### config.mk
export PLATFORM = sky130hd
export DESIGN_NAME = predicate_writeback_scheduler
export DESIGN_NICKNAME = d
export VERILOG_FILES = /design/src/rtl/predicate_writeback_scheduler_pkg.sv /design/src/rtl/predicate_writeback_scheduler_rr_arbiter.sv /design/src/rtl/predicate_writeback_scheduler.sv
export SDC_FILE = /design/constraint.sdc
export NUM_CORES = 1
export LEC_CHECK = 0
export CORE_MARGIN = 3
export CORE_UTILIZATION = 45
export DETAILED_ROUTE_END_ITERATION = 7
export GPL_TIMING_DRIVEN = 0
export PLACE_DENSITY = 0.75
export SLEW_MARGIN = 20
export SYNTH_ARGS = -nofsm -noshare
export SYNTH_HDL_FRONTEND = slang
export SYNTH_SLANG_ARGS = --single-unit
### constraint.sdc
create_clock -name clk -period 3.7 [get_ports clk]
set_input_delay 0.925 -clock clk [delete_from_list [all_inputs] [get_ports clk]]
set_output_delay 0.925 -clock clk [all_outputs]
set_load 0.01 [all_outputs]
### src/rtl/predicate_writeback_scheduler_pkg.sv
// ============================================================================
// Module : predicate_writeback_scheduler_pkg
// Brief  : Default sizing and pointer helper for the predicate writeback scheduler
// Rev    : 1.0
// ============================================================================
`default_nettype none

package predicate_writeback_scheduler_pkg;

    localparam int unsigned c_DEF_REG_BITS = 2;
    localparam int unsigned c_DEF_NUM_REQ  = 3;
    localparam int unsigned c_DEF_CNT_BITS = 2;

    // Round-robin successor of a granted index, wrapping at n.
    function automatic int unsigned rr_next(input int unsigned g, input int unsigned n);
        return (g == n - 1) ? 0 : g + 1;
    endfunction

endpackage

`default_nettype wire

### src/rtl/predicate_writeback_scheduler_rr_arbiter.sv
// ============================================================================
// Module : rr_arbiter
// Brief  : Combinational round-robin search starting at a pointer, one-hot grant
// Rev    : 1.0
// ============================================================================
`default_nettype none

module rr_arbiter #(
    parameter int unsigned NUM_REQ = 3,
    parameter int unsigned IDX_W   = (NUM_REQ > 1) ? $clog2(NUM_REQ) : 1
) (
    input  logic [NUM_REQ-1:0] i_req,
    input  logic [IDX_W-1:0]   i_ptr,
    output logic [NUM_REQ-1:0] o_gnt,
    output logic [IDX_W-1:0]   o_idx,
    output logic               o_any
);

    always_comb begin
        int unsigned v_cand;
        o_gnt  = '0;
        o_idx  = '0;
        o_any  = 1'b0;
        v_cand = 0;
        for (int unsigned off = 0; off < NUM_REQ; off++) begin
            v_cand = (int'(i_ptr) + off) % NUM_REQ;
            if (!o_any && i_req[v_cand]) begin
                o_any         = 1'b1;
                o_gnt[v_cand] = 1'b1;
                o_idx         = IDX_W'(v_cand);
            end
        end
    end

endmodule

`default_nettype wire

### src/rtl/predicate_writeback_scheduler.sv
// ============================================================================
// Module : predicate_writeback_scheduler
// Brief  : Round-robin share of the predicate file write port plus pending-write scoreboard
// Rev    : 1.0
// ============================================================================
`default_nettype none

module predicate_writeback_scheduler
    import predicate_writeback_scheduler_pkg::*;
#(
    parameter int unsigned REG_BITS = c_DEF_REG_BITS,
    parameter int unsigned NUM_REQ  = c_DEF_NUM_REQ,
    parameter int unsigned CNT_BITS = c_DEF_CNT_BITS
) (
    input  logic                         clk,
    input  logic                         reset,
    input  logic [NUM_REQ-1:0]           req_valid,
    input  logic [NUM_REQ*REG_BITS-1:0]  req_addr,
    input  logic [NUM_REQ-1:0]           req_data,
    output logic [NUM_REQ-1:0]           req_ready,
    input  logic                         set_en,
    input  logic [REG_BITS-1:0]          set_addr,
    output logic                         set_ready,
    input  logic                         flush,
    input  logic [REG_BITS-1:0]          rd_addr1,
    input  logic [REG_BITS-1:0]          rd_addr2,
    input  logic [REG_BITS-1:0]          rd_addr3,
    output logic                         hazard1,
    output logic                         hazard2,
    output logic                         hazard3,
    output logic                         wr_en,
    output logic [REG_BITS-1:0]          wr_addr,
    output logic                         wr_data,
    output logic                         err_underflow
);

    localparam int unsigned         c_NUM_REG = 1 << REG_BITS;
    localparam int unsigned         c_IDX_W   = (NUM_REQ > 1) ? $clog2(NUM_REQ) : 1;
    localparam logic [CNT_BITS-1:0] c_CNT_MAX = '1;

    logic [NUM_REQ-1:0]  w_req_elig;
    logic [NUM_REQ-1:0]  w_gnt;
    logic [c_IDX_W-1:0]  w_gnt_idx;
    logic                w_accept;
    logic [REG_BITS-1:0] w_sel_addr;
    logic                w_sel_data;
    logic                w_set_fire;
    logic [c_NUM_REG-1:0] w_inc;
    logic [c_NUM_REG-1:0] w_dec;
    logic [c_NUM_REG-1:0] w_uf;

    logic [c_IDX_W-1:0]  r_rr_ptr;
    logic                r_wr_en;
    logic [REG_BITS-1:0] r_wr_addr;
    logic                r_wr_data;
    logic                r_err;
    logic [CNT_BITS-1:0] r_cnt [c_NUM_REG];

    // Nothing may be granted while held in reset or during a flush.
    assign w_req_elig = (reset && !flush) ? req_valid : '0;

    rr_arbiter #(
        .NUM_REQ (NUM_REQ),
        .IDX_W   (c_IDX_W)
    ) u_arb (
        .i_req (w_req_elig),
        .i_ptr (r_rr_ptr),
        .o_gnt (w_gnt),
        .o_idx (w_gnt_idx),
        .o_any (w_accept)
    );

    assign req_ready = w_gnt;

    always_comb begin
        w_sel_addr = '0;
        w_sel_data = 1'b0;
        for (int unsigned g = 0; g < NUM_REQ; g++) begin
            if (w_gnt[g]) begin
                w_sel_addr = req_addr[g*REG_BITS +: REG_BITS];
                w_sel_data = req_data[g];
            end
        end
    end

    always_ff @(posedge clk) begin
        if (!reset) begin
            r_rr_ptr <= '0;
        end else if (w_accept) begin
            r_rr_ptr <= c_IDX_W'(rr_next(int'(w_gnt_idx), NUM_REQ));
        end
    end

    // Address/data hold when idle so the file sees a stable bus.
    always_ff @(posedge clk) begin
        if (!reset) begin
            r_wr_en   <= 1'b0;
            r_wr_addr <= '0;
            r_wr_data <= 1'b0;
        end else begin
            r_wr_en <= w_accept;
            if (w_accept) begin
                r_wr_addr <= w_sel_addr;
                r_wr_data <= w_sel_data;
            end
        end
    end

    assign set_ready  = (r_cnt[set_addr] != c_CNT_MAX);
    assign w_set_fire = set_en && set_ready && !flush;

    for (genvar p = 0; p < c_NUM_REG; p++) begin : g_sb
        assign w_inc[p] = w_set_fire && (set_addr == REG_BITS'(p));
        assign w_dec[p] = r_wr_en && (r_wr_addr == REG_BITS'(p));
        assign w_uf[p]  = w_dec[p] && (r_cnt[p] == '0) && !flush;
    end

    always_ff @(posedge clk) begin
        for (int unsigned p = 0; p < c_NUM_REG; p++) begin
            if (!reset || flush) begin
                r_cnt[p] <= '0;
            end else if (w_inc[p] && !w_dec[p]) begin
                r_cnt[p] <= r_cnt[p] + CNT_BITS'(1);
            end else if (w_dec[p] && !w_inc[p] && (r_cnt[p] != '0)) begin
                r_cnt[p] <= r_cnt[p] - CNT_BITS'(1);
            end
        end
    end

    always_ff @(posedge clk) begin
        if (!reset) begin
            r_err <= 1'b0;
        end else if (|w_uf) begin
            r_err <= 1'b1;
        end
    end

    assign hazard1       = (r_cnt[rd_addr1] != '0);
    assign hazard2       = (r_cnt[rd_addr2] != '0);
    assign hazard3       = (r_cnt[rd_addr3] != '0);
    assign wr_en         = r_wr_en;
    assign wr_addr       = r_wr_addr;
    assign wr_data       = r_wr_data;
    assign err_underflow = r_err;

endmodule

`default_nettype wire

**Word-level counts from Yosys, hierarchy flattened**

Memories as Yosys holds them, arrays and structs flattened.
Index checks and enable logic that the tools add are counted.

- Add/subtract/negate cells: 11
- Divide/modulo/power cells: 3
- Order comparisons: 6
- Equality and inequality tests: 8
- Muxes and demuxes: 67
- Bitwise gates (word level): 10
- Reduce and logical (&&, ||, !) cells: 63

Operators by type and width:

| cell | number |
|---|---|
| 32-bit by 1-bit >= comparator with 1-bit output (second input constant) | 3 |
| 32-bit by 3-bit < comparator with 1-bit output (second input constant) | 3 |
| 32-bit by 2-bit remainder unit with 32-bit output (second input constant) | 2 |
| 1-bit two-way mux | 42 |
| 1-bit logical AND | 36 |
| 2-bit by 2-bit remainder unit with 32-bit output (second input constant) | 1 |
| 2-bit two-way mux | 15 |
| 2-bit nonzero test | 7 |
| 1-bit zero test | 12 |
| 2-bit zero test | 6 |
| 3-bit two-way mux | 4 |
| 2-bit by 1-bit adder with 2-bit output (second input constant) | 5 |
| 2-bit equality test (second input constant) | 5 |
| 1-bit OR | 8 |
| 2-bit by 1-bit subtractor with 2-bit output (second input constant) | 4 |
| 1-bit binary-select mux with 2-bit select | 3 |
| 1-bit demux with 2-bit select | 3 |
| 3-bit OR | 2 |
| 2-bit by 1-bit equality test with 1-bit output (second input constant) | 2 |
| 4-bit OR reduction | 1 |
| 2-bit by 1-bit adder with 3-bit output (second input constant) | 1 |
| 2-bit by 2-bit adder with 3-bit output (second input constant) | 1 |
| 2-bit inequality test (second input constant) | 1 |
| 1-bit logical OR | 1 |

- Bits in registers: 7
- Memory bits (writable): 8
- Input bits: 24
- Output and inout port bits: 12
- Logic and storage cells: 174
- Memories: 1

Memories:

| memory | words | width | rd ports | clocked after memory_dff | wr ports | line | text |
|---|---|---|---|---|---|---|---|
| r_cnt | 4 | 2 | 8 | 0 | 4 | predicate_writeback_scheduler.sv:57 | `logic [CNT_BITS-1:0] r_cnt [c_NUM_REG];` |

**Logic depth before layout (Yosys ltp)**

Gate-level depths: netlist of run 1.

- Word-level depth: 15
- Gate-level depth with buffers: 9
- Depth with buffers taken out: 9

**Cells and area by module**

A second synthesis of run 1 with hierarchy kept.

- Cells, all modules: 174
- Area total of the unflattened synthesis: 1531.5 um2

Modules (own cells, without submodules):

| module | instances | cells each | area each (um2) | sequential area each (um2) |
|---|---|---|---|---|
| predicate_writeback_scheduler | 1 | 122 | 1149.9 | 380.4 |
| rr_arbiter | 1 | 52 | 381.6 | 0.0 |

**Least setup slack after synthesis of run 1**

No wires, ideal clock.

- Path type: input-to-output
- From: input flush
- To: output req_ready[1]
- Data arrival time: 2100 ps
- Required time: 2775 ps
- Setup slack: 675 ps
- Stages: 6
- Path buffers: 1
- Path through: nand2b_1 buf_2 o32a_1 nand4b_1 and2_1 inv_1

- Cells in the longest elaborated chain, start to end: 12
- Elaborated cells on any way between the ends: 20
- Those cells by class: mux (12); bitwise (2); reduce/logical (6)

RTL lines:

| what | line | text |
|---|---|---|
| start, declared | predicate_writeback_scheduler.sv:24 | `input logic flush,` |
| 1-bit zero test * | predicate_writeback_scheduler.sv:60 | `assign w_req_elig = (reset && !flush) ? req_valid : '0;` |
| 1-bit logical AND * | predicate_writeback_scheduler.sv:60 |  |
| 3-bit two-way mux * | predicate_writeback_scheduler.sv:60 |  |
| 1-bit binary-select mux with 2-bit select | predicate_writeback_scheduler_rr_arbiter.sv:27 | `if (!o_any && i_req[v_cand]) begin` |
| 1-bit two-way mux (not written as such) | predicate_writeback_scheduler_rr_arbiter.sv:27 |  |
| 1-bit two-way mux | predicate_writeback_scheduler_rr_arbiter.sv:27 |  |
| 1-bit zero test | predicate_writeback_scheduler_rr_arbiter.sv:27 |  |
| 1-bit logical AND | predicate_writeback_scheduler_rr_arbiter.sv:27 |  |
| 1-bit two-way mux | predicate_writeback_scheduler_rr_arbiter.sv:27 |  |
| 1-bit zero test | predicate_writeback_scheduler_rr_arbiter.sv:27 |  |
| 1-bit logical AND | predicate_writeback_scheduler_rr_arbiter.sv:27 |  |
| 3-bit two-way mux * | predicate_writeback_scheduler_rr_arbiter.sv:27 |  |
| end, declared | predicate_writeback_scheduler.sv:20 | `output logic [NUM_REQ-1:0] req_ready,` |

Mark *: on every way between the ends. The rest lies on a longest branch, timed or not. The select of a mux whose other input is x is not followed.

**Worst setup path in the final report of run 1**

- From: input req_valid[2]
- To: output req_ready[2]

- Cells in the longest elaborated chain, start to end: 10
- Elaborated cells on any way between the ends: 18
- Those cells by class: mux (12); bitwise (2); reduce/logical (4)

RTL lines:

| what | line | text |
|---|---|---|
| start, declared | predicate_writeback_scheduler.sv:17 | `input logic [NUM_REQ-1:0] req_valid,` |
| 3-bit two-way mux * | predicate_writeback_scheduler.sv:60 |  |
| 1-bit binary-select mux with 2-bit select | predicate_writeback_scheduler_rr_arbiter.sv:27 |  |
| 1-bit two-way mux (not written as such) | predicate_writeback_scheduler_rr_arbiter.sv:27 |  |
| 1-bit two-way mux | predicate_writeback_scheduler_rr_arbiter.sv:27 |  |
| 1-bit zero test | predicate_writeback_scheduler_rr_arbiter.sv:27 |  |
| 1-bit logical AND | predicate_writeback_scheduler_rr_arbiter.sv:27 |  |
| 1-bit two-way mux | predicate_writeback_scheduler_rr_arbiter.sv:27 |  |
| 1-bit zero test | predicate_writeback_scheduler_rr_arbiter.sv:27 |  |
| 1-bit logical AND | predicate_writeback_scheduler_rr_arbiter.sv:27 |  |
| 3-bit two-way mux * | predicate_writeback_scheduler_rr_arbiter.sv:27 |  |

Marked as above.

==> qor.log, run 1 <==
[setup_path] required time worst endpoint 2.77 ns
[setup_path] data arrival time of the critical path 2.77 ns
[clock_tree] maximum level of the CTS H-tree 1
[clock_tree] number of clock sinks 15
[yosys] synthesized area per cell 8.67 um2
[detailed_routing] vias after detailed routing 1355
[detailed_routing] detailed-route wire length 3430 um
[clock_tree] clock tree from TritonCTS done
[die] Die H 60.1 um
[yosys] Cell variety after synth 45
[yosys] async set-reset flop share out of synthesis 0%
[outcome] status finished clean
[die] die outline area 3610 um2
[setup_path] element type at the critical path end output pin
[power_and_ir_drop] Psw 363 uW
[power_and_ir_drop] sequential power share 27.4%
[clock_tree] Inserted Clock Buffers 3
[cells_and_area] leading cell type in the layout, fill and taps excluded clkdlybuf4s50_1
[clock_tree] buffer type at the clock tree root clkbuf_4
[cells_and_area] count of fill cells added during filler insertion 227
[power_and_ir_drop] Static Leakage 0.000682 uW
[detailed_routing] number of design rule violations left after detail routing 0
[setup_path] critical-path maximum fanout 5
[cells_and_area] area used by multi-input combinational logic 895 um2
[setup_path] ordered cell list for the critical path clkdlybuf4s50_1 -> nand3b_1 -> buf_4 -> o22ai_4 -> nor3b_4 -> buf_4 -> a221oi_4 -> inv_2 -> clkbuf_2
[timing] Highest Clock Rate 271 MHz
[die] standard cell core area 2640 um2
[timing] final worst-path setup slack 0.00994 ns
[timing] final count of hold timing violations 0
[timing] max-slew headroom at the worst pin 53.4%
[yosys] Post-synth EDFFs 8
[yosys] synthesis-stage register bit count 15
[detailed_routing] detail-routed net length per standard cell 15.0 um
[die] effective utilization at floorplan 50.0%
[cells_and_area] post-layout net count 230
[yosys] sequential fraction of the synthesis area 28.9%
[timing] number of pins exceeding their max-slew limit in the final report 0
[global_routing] initial antenna violation count 0
[timing] min Tclk post-route 3.69 ns
[power_and_ir_drop] Comb pwr share 61.7%
[setup_path] slowest stage delay, CP 0.47 ns
[power_and_ir_drop] PD cells 499 nW/um2
[yosys] synthesized netlist net count 183
[detailed_routing] TritonRoute pass-1 iters 5
[timing] Final setup viols 0
[cells_and_area] most used cells in the layout excluding fill and tap cells clkdlybuf4s50_1 (27), nor2_1 (20), inv_1 (12), nand2_1 (12), buf_4 (9)
[timing] setup tns final 0 ns
[setup_path] sort of element at the start of the critical path primary input
[yosys] Post-synth top flop edfxtp_1
[timing] maximum clock skew at final layout 0.00662 ns
[power_and_ir_drop] part of the total power dissipated in the clock network 10.9%
[place] worst slack, placed -0.547 ns
[cells_and_area] area added between synthesis and finish 35.6%
[yosys] Post-Syn Area 1320 um2
[die] Horiz. Die Dim 60.1 um
[cells_and_area] FF/Latch Area 380 um2
[clock_tree] number of buffers between clock root and the deepest sink 2
[power_and_ir_drop] proportion of total power due to net switching 40.7%
[die] standard-cell row count 18
[yosys] Yosys warnings 0
[power_and_ir_drop] cell-internal power 529 uW
[yosys] Cells after Synth 152
[timing] share of the clock period used by the worst path 99.7%
[place] input/output buffers 34
[global_routing] largest net degree at the start of global routing 11
[setup_path] Critical-path top delay cell clkdlybuf4s50_1
[die] number of primary I/O pins 36
[timing] RSZ-0062 raised after global routing yes
[cells_and_area] fraction of final layout cells with drive strength greater than 1 16.7%
[hold_path] hold crit path type reg -> reg
[detailed_routing] number of antenna-violating nets in the routed design 0
[place] Final GP Congestion 0.863
[setup_path] most frequent cell on the critical path buf_4
[global_routing] vias in the first global route 1316
[clock_tree] CTS clk-pin slew, worst paths 0.10 ns
[detailed_routing] number of vias per cell after detailed routing 5.94
[timing] Least-Margin Pin Slew 0.688 ns
[job] max capacitance violation total 0
[global_routing] wire length of the first global-routing pass 5660 um
[clock_tree] later-pin clock latency in the skew report 0.29 ns
[cells_and_area] total inserted antenna cells 0
[global_routing] total track usage 20.6%
[power_and_ir_drop] Max VDD drop 0.000403 V
[setup_path] Setup CP Type in -> out
[place] HPWL after detailed placement 2600 um
[global_routing] total gr overflow 0
[detailed_routing] Iteration-0 DRC Markers 69
[worst paths after layout]
check / end / slack [ns] / start / depth (start not counted)
worst max-delay path: req_ready[2] / 0.01 / req_valid[2] / 9
worst min-delay path: err_underflow / 0.48 / err_underflow / 1
worst max register to register: wr_data / 1.02 / r_rr_ptr[0] / 9
worst min register to register: err_underflow / 0.48 / err_underflow / 1
[cells in the mapped netlist, types with 2 or more instances]
cell | n | area [um2]
a21boi_0 | 3 | 22.5
a21oi_1 | 7 | 35.0
a22oi_1 | 2 | 15.0
a311oi_1 | 3 | 26.3
and2_1 | 3 | 18.8
clkbuf_1 | 3 | 11.3
dfxtp_1 | 7 | 140
edfxtp_1 | 8 | 240
ha_1 | 7 | 87.6
inv_1 | 12 | 45.0
mux2i_1 | 6 | 60.1
mux4_2 | 3 | 67.6
nand2_1 | 12 | 45.0
nand2b_1 | 6 | 37.5
nand3_1 | 4 | 20.0
nand3b_1 | 2 | 15.0
nor2_1 | 21 | 78.8
nor3_1 | 5 | 25.0
nor3b_1 | 2 | 15.0
nor4_1 | 3 | 18.8
o21ai_0 | 5 | 25.0
o22ai_1 | 4 | 25.0
or2_2 | 2 | 12.5
[through the flow]
step	std cells	power, uW	area, um2	hold WS, ns	util [%]
CTS	227	884	1790	0.485	67.9
global route	228	961	1790	0.523	67.8
floorplan	152	581	1320	0.494	-
detailed placement	216	751	1700	0.458	64.3
finish	228	892	1790	0.479	67.8
global placement	216	738	1700	0.448	64.3
[power by group through the flow]
stage	clock network, uW	logic, uW	registers (uW)
after global placement	0	491	247
after detailed placement	0	503	248
after floorplan	0	328	253
after CTS	98.9	540	245
after global routing	112	600	249
final	97.2	550	245
[metal layers]
metal,vias to the layer above,share of wire (%),track usage (%)
met2,54,50,38.4
met3,12,8.1,6.26
li1,658,-,-
met1,631,39,21.8
met5,-,0,0
met4,0,2.5,6.33
[cell type report]
class | count | share of cell area (%)
well taps | 30 | 2.10
clock buffers | 4 | 1.47
inverters | 13 | 2.73
flip-flops and latches | 15 | 21.3
multi-input cells | 120 | 50.1
repair buffers | 42 | 21.3
plain buffers | 4 | 1.05
[kinds of logic after synthesis]
group	after synthesis	share of synthesized area, %
simple gates	66	26.1
flops	15	28.9
buf+inv	17	4.94
fa+ha+maj	7	6.65
mux	10	10.5
compound gates	37	22.9
[worst max-delay path: cells and delay by family]
kind / cells / cell delay (ns)
AO/OA/AOI/OAI: 2 / 0.51
buffers and inverters: 5 / 1.05
AND/OR/NAND/NOR: 2 / 0.27
[registers in the layout, indices dropped and copies added (netlist names)]
| register | flops |
|---|---|
| wr_en | 1 |
| r_rr_ptr | 2 |
| err_underflow | 1 |
| wr_data | 1 |
| r_cnt | 8 |
| wr_addr | 2 |
[timing repair]
action	CTS	global route
endpoints found under the setup margin	3	3
gates resized for setup	15	5
buffers inserted	7	1
hold buffers	0	0
pin swaps	5	3
Power figures use the tool's default switching activity.
==> run 2, diff against run 1 <==
==> constraint.sdc (replaced) <==
create_clock -name clk -period 4.7 [get_ports clk]
set_input_delay 1.175 -clock clk [delete_from_list [all_inputs] [get_ports clk]]
set_output_delay 1.175 -clock clk [all_outputs]
set_load 0.01 [all_outputs]
==> run 2 against run 1 <==
Register-to-register slack improved by 1.1 ns. Routed wire length shrank 5.4%. Hold slack gained 0.00061 ns. Clock skew barely moved. First-iteration DRC count down 28%. Sequential share of layout area is 0.65 points higher.
==> qor.log, run 2 (synthesis results as in run 1) <==
[cells_and_area] leading cell type in the layout, fill and taps excluded clkdlybuf4s50_1
[clock_tree] number of clock sinks 15
[timing] Highest Clock Rate 221 MHz
[global_routing] largest net degree at the start of global routing 11
[cells_and_area] count of fill cells added during filler insertion 231
[detailed_routing] top routing layer in use met4
[timing] Hold Slack 0.479 ns
[clock_tree] later-pin clock latency in the skew report 0.29 ns
[place] HPWL after detailed placement 2600 um
[place] Final GP Congestion 0.863
[cells_and_area] FF/Latch Area 380 um2
[hold_path] Worst Hold Depth 1
[timing] min Tclk post-route 4.52 ns
[power_and_ir_drop] Static Leakage 0.000650 uW
[detailed_routing] met3 layer wire length in the routed design 296 um
[detailed_routing] number of design rule violations left after detail routing 0
[clock_tree] maximum level of the CTS H-tree 1
[timing] share of the clock period used by the worst path 96.2%
[clock_tree] CTS clk-pin slew, worst paths 0.10 ns
[clock_tree] hold_buf cts 0
[detailed_routing] routed length on met1 1290 um
[clock_tree] clock tree from TritonCTS done
[cells_and_area] most used cells in the layout excluding fill and tap cells clkdlybuf4s50_1 (32), nor2_1 (21), inv_1 (12), nand2_1 (12), edfxtp_1 (8)
[detailed_routing] Iteration-0 DRC Markers 50
[global_routing] wire length of the first global-routing pass 5430 um
[die] Die H 60.1 um
[setup_path] critical-path maximum fanout 9
[clock_tree] Inserted Clock Buffers 3
[timing] number of pins exceeding their max-slew limit in the final report 0
[setup_path] Register-to-Register Path Depth 8
[setup_path] Setup CP Type in -> out
[place] input/output buffers 34
[die] effective utilization at floorplan 50.0%
[setup_path] element type at the critical path end output pin
[detailed_routing] TritonRoute pass-1 iters 4
[timing] Final setup viols 0
[detailed_routing] vias after detailed routing 1294
[cells_and_area] max FFs per register 8
[timing] max-slew headroom at the worst pin 53.8%
[cells_and_area] area added between synthesis and finish 31.6%
[detailed_routing] number of vias per cell after detailed routing 5.86
[clock_tree] buffer type at the clock tree root clkbuf_4
[power_and_ir_drop] Max VDD drop 0.000306 V
[die] standard cell core area 2640 um2
[cells_and_area] post-layout net count 223
[setup_path] data arrival time of the critical path 3.35 ns
[cells_and_area] fraction of final layout cells with drive strength greater than 1 9.95%
[cells_and_area] register name with the most flops r_cnt
[global_routing] initial antenna violation count 0
[detailed_routing] detailed-route wire length 3250 um
[hold_path] hold crit path type reg -> reg
[detailed_routing] detail-routed net length per standard cell 14.7 um
[die] number of primary I/O pins 36
[detailed_routing] met2 WL post-DR 1590 um
[die] die outline area 3610 um2
[die] standard-cell row count 18
[power_and_ir_drop] PD cells 388 nW/um2
[timing] RSZ-0062 raised after global routing no
[job] max capacitance violation total 0
[cells_and_area] Final Util 65.8%
[setup_path] required time worst endpoint 3.52 ns
[clock_tree] number of buffers between clock root and the deepest sink 2
[cells_and_area] total inserted antenna cells 0
[global_routing] vias in the first global route 1266
[outcome] status finished clean
[global_routing] total track usage 19.8%
[timing] maximum clock skew at final layout 0.00688 ns
[die] Horiz. Die Dim 60.1 um
[setup_path] sort of element at the start of the critical path primary input
[cells_and_area] area used by multi-input combinational logic 876 um2
[detailed_routing] number of antenna-violating nets in the routed design 0
[global_routing] total gr overflow 0
[timing] final count of hold timing violations 0
[timing] Least-Margin Pin Slew 0.683 ns
[run 2: critical path: stages]
cell             delay (ns)
dlygate4sd2_1          0.30
nand2b_1               0.16
buf_2                  0.18
o32a_1                 0.42
nor3b_4                0.31
a221o_2                0.25
clkdlybuf4s50_1        0.54
[run 2: cell type report]
class	count	area share, %
multi-input combinational	120	50.5
buffer	4	0.938
timing repair buffer	35	20.1
sequential	15	21.9
clock buffer	4	1.52
inverter	13	2.81
tap	30	2.16
[run 2: path summary, 6_finish.rpt]
| check | startpoint | to | slack (ns) |
|---|---|---|---|
| max | flush | req_ready[0] | 0.18 |
| min | err_underflow | err_underflow | 0.48 |
| max reg2reg | r_rr_ptr[0] | wr_addr[0] | 2.12 |
| min reg2reg | err_underflow | err_underflow | 0.48 |
[run 2: power by group]
group	internal, uW	switching, uW
Sequential	170	22.2
Clock	33.0	43.8
Combinational	200	205
Total	403	271
[run 2: metrics by stage]
stage,setup slack [ns],instance area (um2),TNS (ns),total power (uW),std cells
final,0.180,1730,0,673,221
after global routing,0.0182,1730,0,730,221
after CTS,0.00118,1730,0,672,221
after floorplan,1.17,1320,0,457,152
after global placement,-0.0294,1700,-0.0415,581,216
after detailed placement,-0.0467,1700,-0.0925,591,216
[run 2: per-layer routing]
layer	GRT usage, %	vias to the layer above
met5	0	-
met4	6.65	0
met3	6.26	8
met2	36.1	51
met1	21.2	591
li1	-	644
[run 2: repair_timing]
item,in CTS,in global routing
setup endpoints to repair,3,3
endpoints found under the hold margin,0,0
gates resized for setup,1,2
pin swaps,1,0
buffers inserted,1,0
==> run 3, diff against run 2 <==
--- a/config.mk
+++ b/config.mk
@@ -7,6 +7,7 @@
 export LEC_CHECK = 0
 export CORE_MARGIN = 3
 export CORE_UTILIZATION = 45
+export CTS_CLUSTER_DIAMETER = 100
 export DETAILED_ROUTE_END_ITERATION = 7
 export GPL_TIMING_DRIVEN = 0
 export PLACE_DENSITY = 0.75
==> constraint.sdc (replaced) <==
create_clock -name clk -period 4.7 [get_ports clk]
set_input_delay 1.175 -clock clk [delete_from_list [all_inputs] [get_ports clk]]
set_output_delay 1.175 -clock clk [all_outputs]
set_load 0.1 [all_outputs]
==> run 3 against run 2 <==
Via count increased by 0.15%. Critical path type unchanged. Flip-flop and latch count did not move. Register-to-register slack hardly changed. Critical endpoint unchanged. Clock power is 0.9% lower. Final area fell by 1.2%. Maximum frequency is 0.64% lower. Cell count decreased by 0.45%. Routed wire length decreased by 1.7%. Total power up 30%.
==> qor.log, run 3 (synthesis results as in run 1) <==
[setup_path] sort of element at the start of the critical path primary input
[job] max capacitance violation total 0
[cells_and_area] area used by multi-input combinational logic 872 um2
[timing] min Tclk post-route 4.55 ns
[cells_and_area] area added between synthesis and finish 30.1%
[hold_path] hold crit path type reg -> reg
[power_and_ir_drop] PD cells 509 nW/um2
[clock_tree] number of clock sinks 15
[global_routing] GR met3 Demand/Resource 5.18%
[setup_path] Setup CP Type in -> out
[cells_and_area] count of placed standard cells in the final layout, fillers left out 220
[clock_tree] # Post-CTS Setup Buffers 0
[setup_path] data arrival time of the critical path 3.37 ns
[timing] maximum clock skew at final layout 0.00738 ns
[setup_path] required time worst endpoint 3.52 ns
[global_routing] met1 track demand over resource in global routing 21.0%
[setup_path] element type at the critical path end output pin
[global_routing] total track usage 18.5%
[cells_and_area] post-layout net count 222
[timing] number of pins exceeding their max-slew limit in the final report 0
[setup_path] start of the worst register-to-register path r_rr_ptr[0]
[global_routing] Top Usage Layer GRT met2
[timing] RSZ-0062 raised after global routing no
[power_and_ir_drop] cell-internal power 393 uW
[clock_tree] number of buffers between clock root and the deepest sink 2
[timing] Least-Margin Pin Slew 0.996 ns
[cells_and_area] max FFs per register 8
[power_and_ir_drop] Max VDD drop 0.000454 V
[power_and_ir_drop] Static Leakage 0.000638 uW
[clock_tree] buffer type at the clock tree root clkbuf_4
[die] standard-cell row count 18
[detailed_routing] vias after detailed routing 1296
[place] Final GP Congestion 0.866
[timing] share of the clock period used by the worst path 96.8%
[die] die outline area 3610 um2
[place] input/output buffers 34
[timing] final count of hold timing violations 0
[cells_and_area] leading cell type in the layout, fill and taps excluded clkdlybuf4s50_1
[cells_and_area] register name with the most flops r_cnt
[die] Die H 60.1 um
[detailed_routing] number of antenna-violating nets in the routed design 0
[timing] max-slew headroom at the worst pin 33.4%
[timing] Highest Clock Rate 220 MHz
[timing] Final setup viols 0
[die] effective utilization at floorplan 50.0%
[cells_and_area] total inserted antenna cells 0
[clock_tree] Inserted Clock Buffers 3
[setup_path] flop-to-flop setup slack 2.12 ns
[setup_path] Register-to-Register Path Depth 9
[power_and_ir_drop] part of the total power dissipated in the clock network 8.7%
[detailed_routing] number of design rule violations left after detail routing 0
[global_routing] initial antenna violation count 0
[detailed_routing] number of vias per cell after detailed routing 5.89
[detailed_routing] detail-routed net length per standard cell 14.5 um
[cells_and_area] fraction of final layout cells with drive strength greater than 1 10.5%
[hold_path] Worst Hold Depth 1
[clock_tree] clock tree from TritonCTS done
[place] HPWL after detailed placement 2600 um
[global_routing] met2 usage in global routing 32.3%
[clock_tree] maximum level of the CTS H-tree 1
[hold_path] critical hold path startpoint err_underflow
[global_routing] vias in the first global route 1242
[place] worst slack, placed -0.628 ns
[die] standard cell core area 2640 um2
[detailed_routing] detailed-route wire length 3190 um
[power_and_ir_drop] Psw 480 uW
[detailed_routing] TritonRoute pass-1 iters 4
[cells_and_area] count of fill cells added during filler insertion 233
[global_routing] total gr overflow 0
[cells_and_area] FF/Latch Area 380 um2
[global_routing] wire length of the first global-routing pass 5120 um
[setup_path] endpoint of the lowest-slack register-to-register path wr_addr[1]
[timing] setup tns final 0 ns
[cells_and_area] most used cells in the layout excluding fill and tap cells clkdlybuf4s50_1 (31), nor2_1 (21), inv_1 (12), nand2_1 (12), edfxtp_1 (8)
[place] post-placement cell count 216
[setup_path] critical-path maximum fanout 9
[die] number of primary I/O pins 36
[outcome] status finished clean
[global_routing] largest net degree at the start of global routing 11
[hold_path] worst-case hold path end point err_underflow
[power_and_ir_drop] sequential power share 22.1%
[die] Horiz. Die Dim 60.1 um
[clock_tree] CTS clk-pin slew, worst paths 0.10 ns
[power_and_ir_drop] proportion of total power due to net switching 55.0%
[cells_and_area] Final Util 65.1%
[power_and_ir_drop] Comb pwr share 69.2%
[detailed_routing] Iteration-0 DRC Markers 52
[timing] final worst-path setup slack 0.151 ns
[clock_tree] later-pin clock latency in the skew report 0.28 ns
-- run 3: cell count changes in the layout (fill, tap and decap cells not counted), sizes merged --
| cell | change |
|---|---|
| clkdlybuf4s50 | -1 |
| dlygate4sd2 | -1 |
| clkbuf | +3 |
| dlymetal6s2s | -1 |
| buf | -1 |
-- run 3: worst max-delay path: stages --
cell and delay (ns):
clkdlybuf4s50_1 0.52, nand2b_1 0.19, buf_2 0.18, o32a_1 0.41
nor3b_4 0.30, a221o_2 0.25, clkbuf_4 0.34
-- run 3: stage by stage --
step | power, uW | instance area, um2 | hold slack (ns)
2_1_floorplan | 665 | 1320 | 0.511
3_3_place_gp | 788 | 1700 | 0.449
3_5_place_dp | 801 | 1700 | 0.457
4_1_cts | 869 | 1710 | 0.482
5_1_grt | 923 | 1710 | 0.503
6_report | 873 | 1710 | 0.477
-- run 3: power groups by stage --
stage	logic (uW)	registers [uW]	clock network (uW)
final	604	193	76.1
after global routing	640	198	84.3
after CTS	598	193	78.5
after detailed placement	605	195	0
after global placement	593	194	0
after floorplan	358	307	0
-- run 3: worst max path at each step --
stage,to,slack [ns],start
floorplan,set_ready,0.60,set_addr[1]
detailed placement,req_ready[0],-0.63,flush
global route,req_ready[1],0.06,flush
finish,req_ready[0],0.15,flush
global placement,req_ready[0],-0.63,flush
CTS,req_ready[0],0.07,flush
-- run 3: cell type report --
| cell class | count | area share [%] |
|---|---|---|
| timing repair buffer | 34 | 19.4 |
| inverter | 13 | 2.85 |
| clock buffer | 4 | 1.53 |
| sequential | 15 | 22.2 |
| multi-input combinational | 120 | 50.9 |
| tap | 30 | 2.19 |
| buffer | 4 | 0.949 |
-- run 3: metal layers --
layer	vias up	wire length (um)	share of wire (%)
met1	582	1300	41
met2	61	1570	49
li1	643	-	-
met4	0	57	1.8
met3	10	266	8.3
met5	-	0	0
-- run 3: repair_timing --
action | CTS | global route
hold buffers | 0 | 0
setup endpoints to repair | 3 | 3
resized for setup | 15 | 3
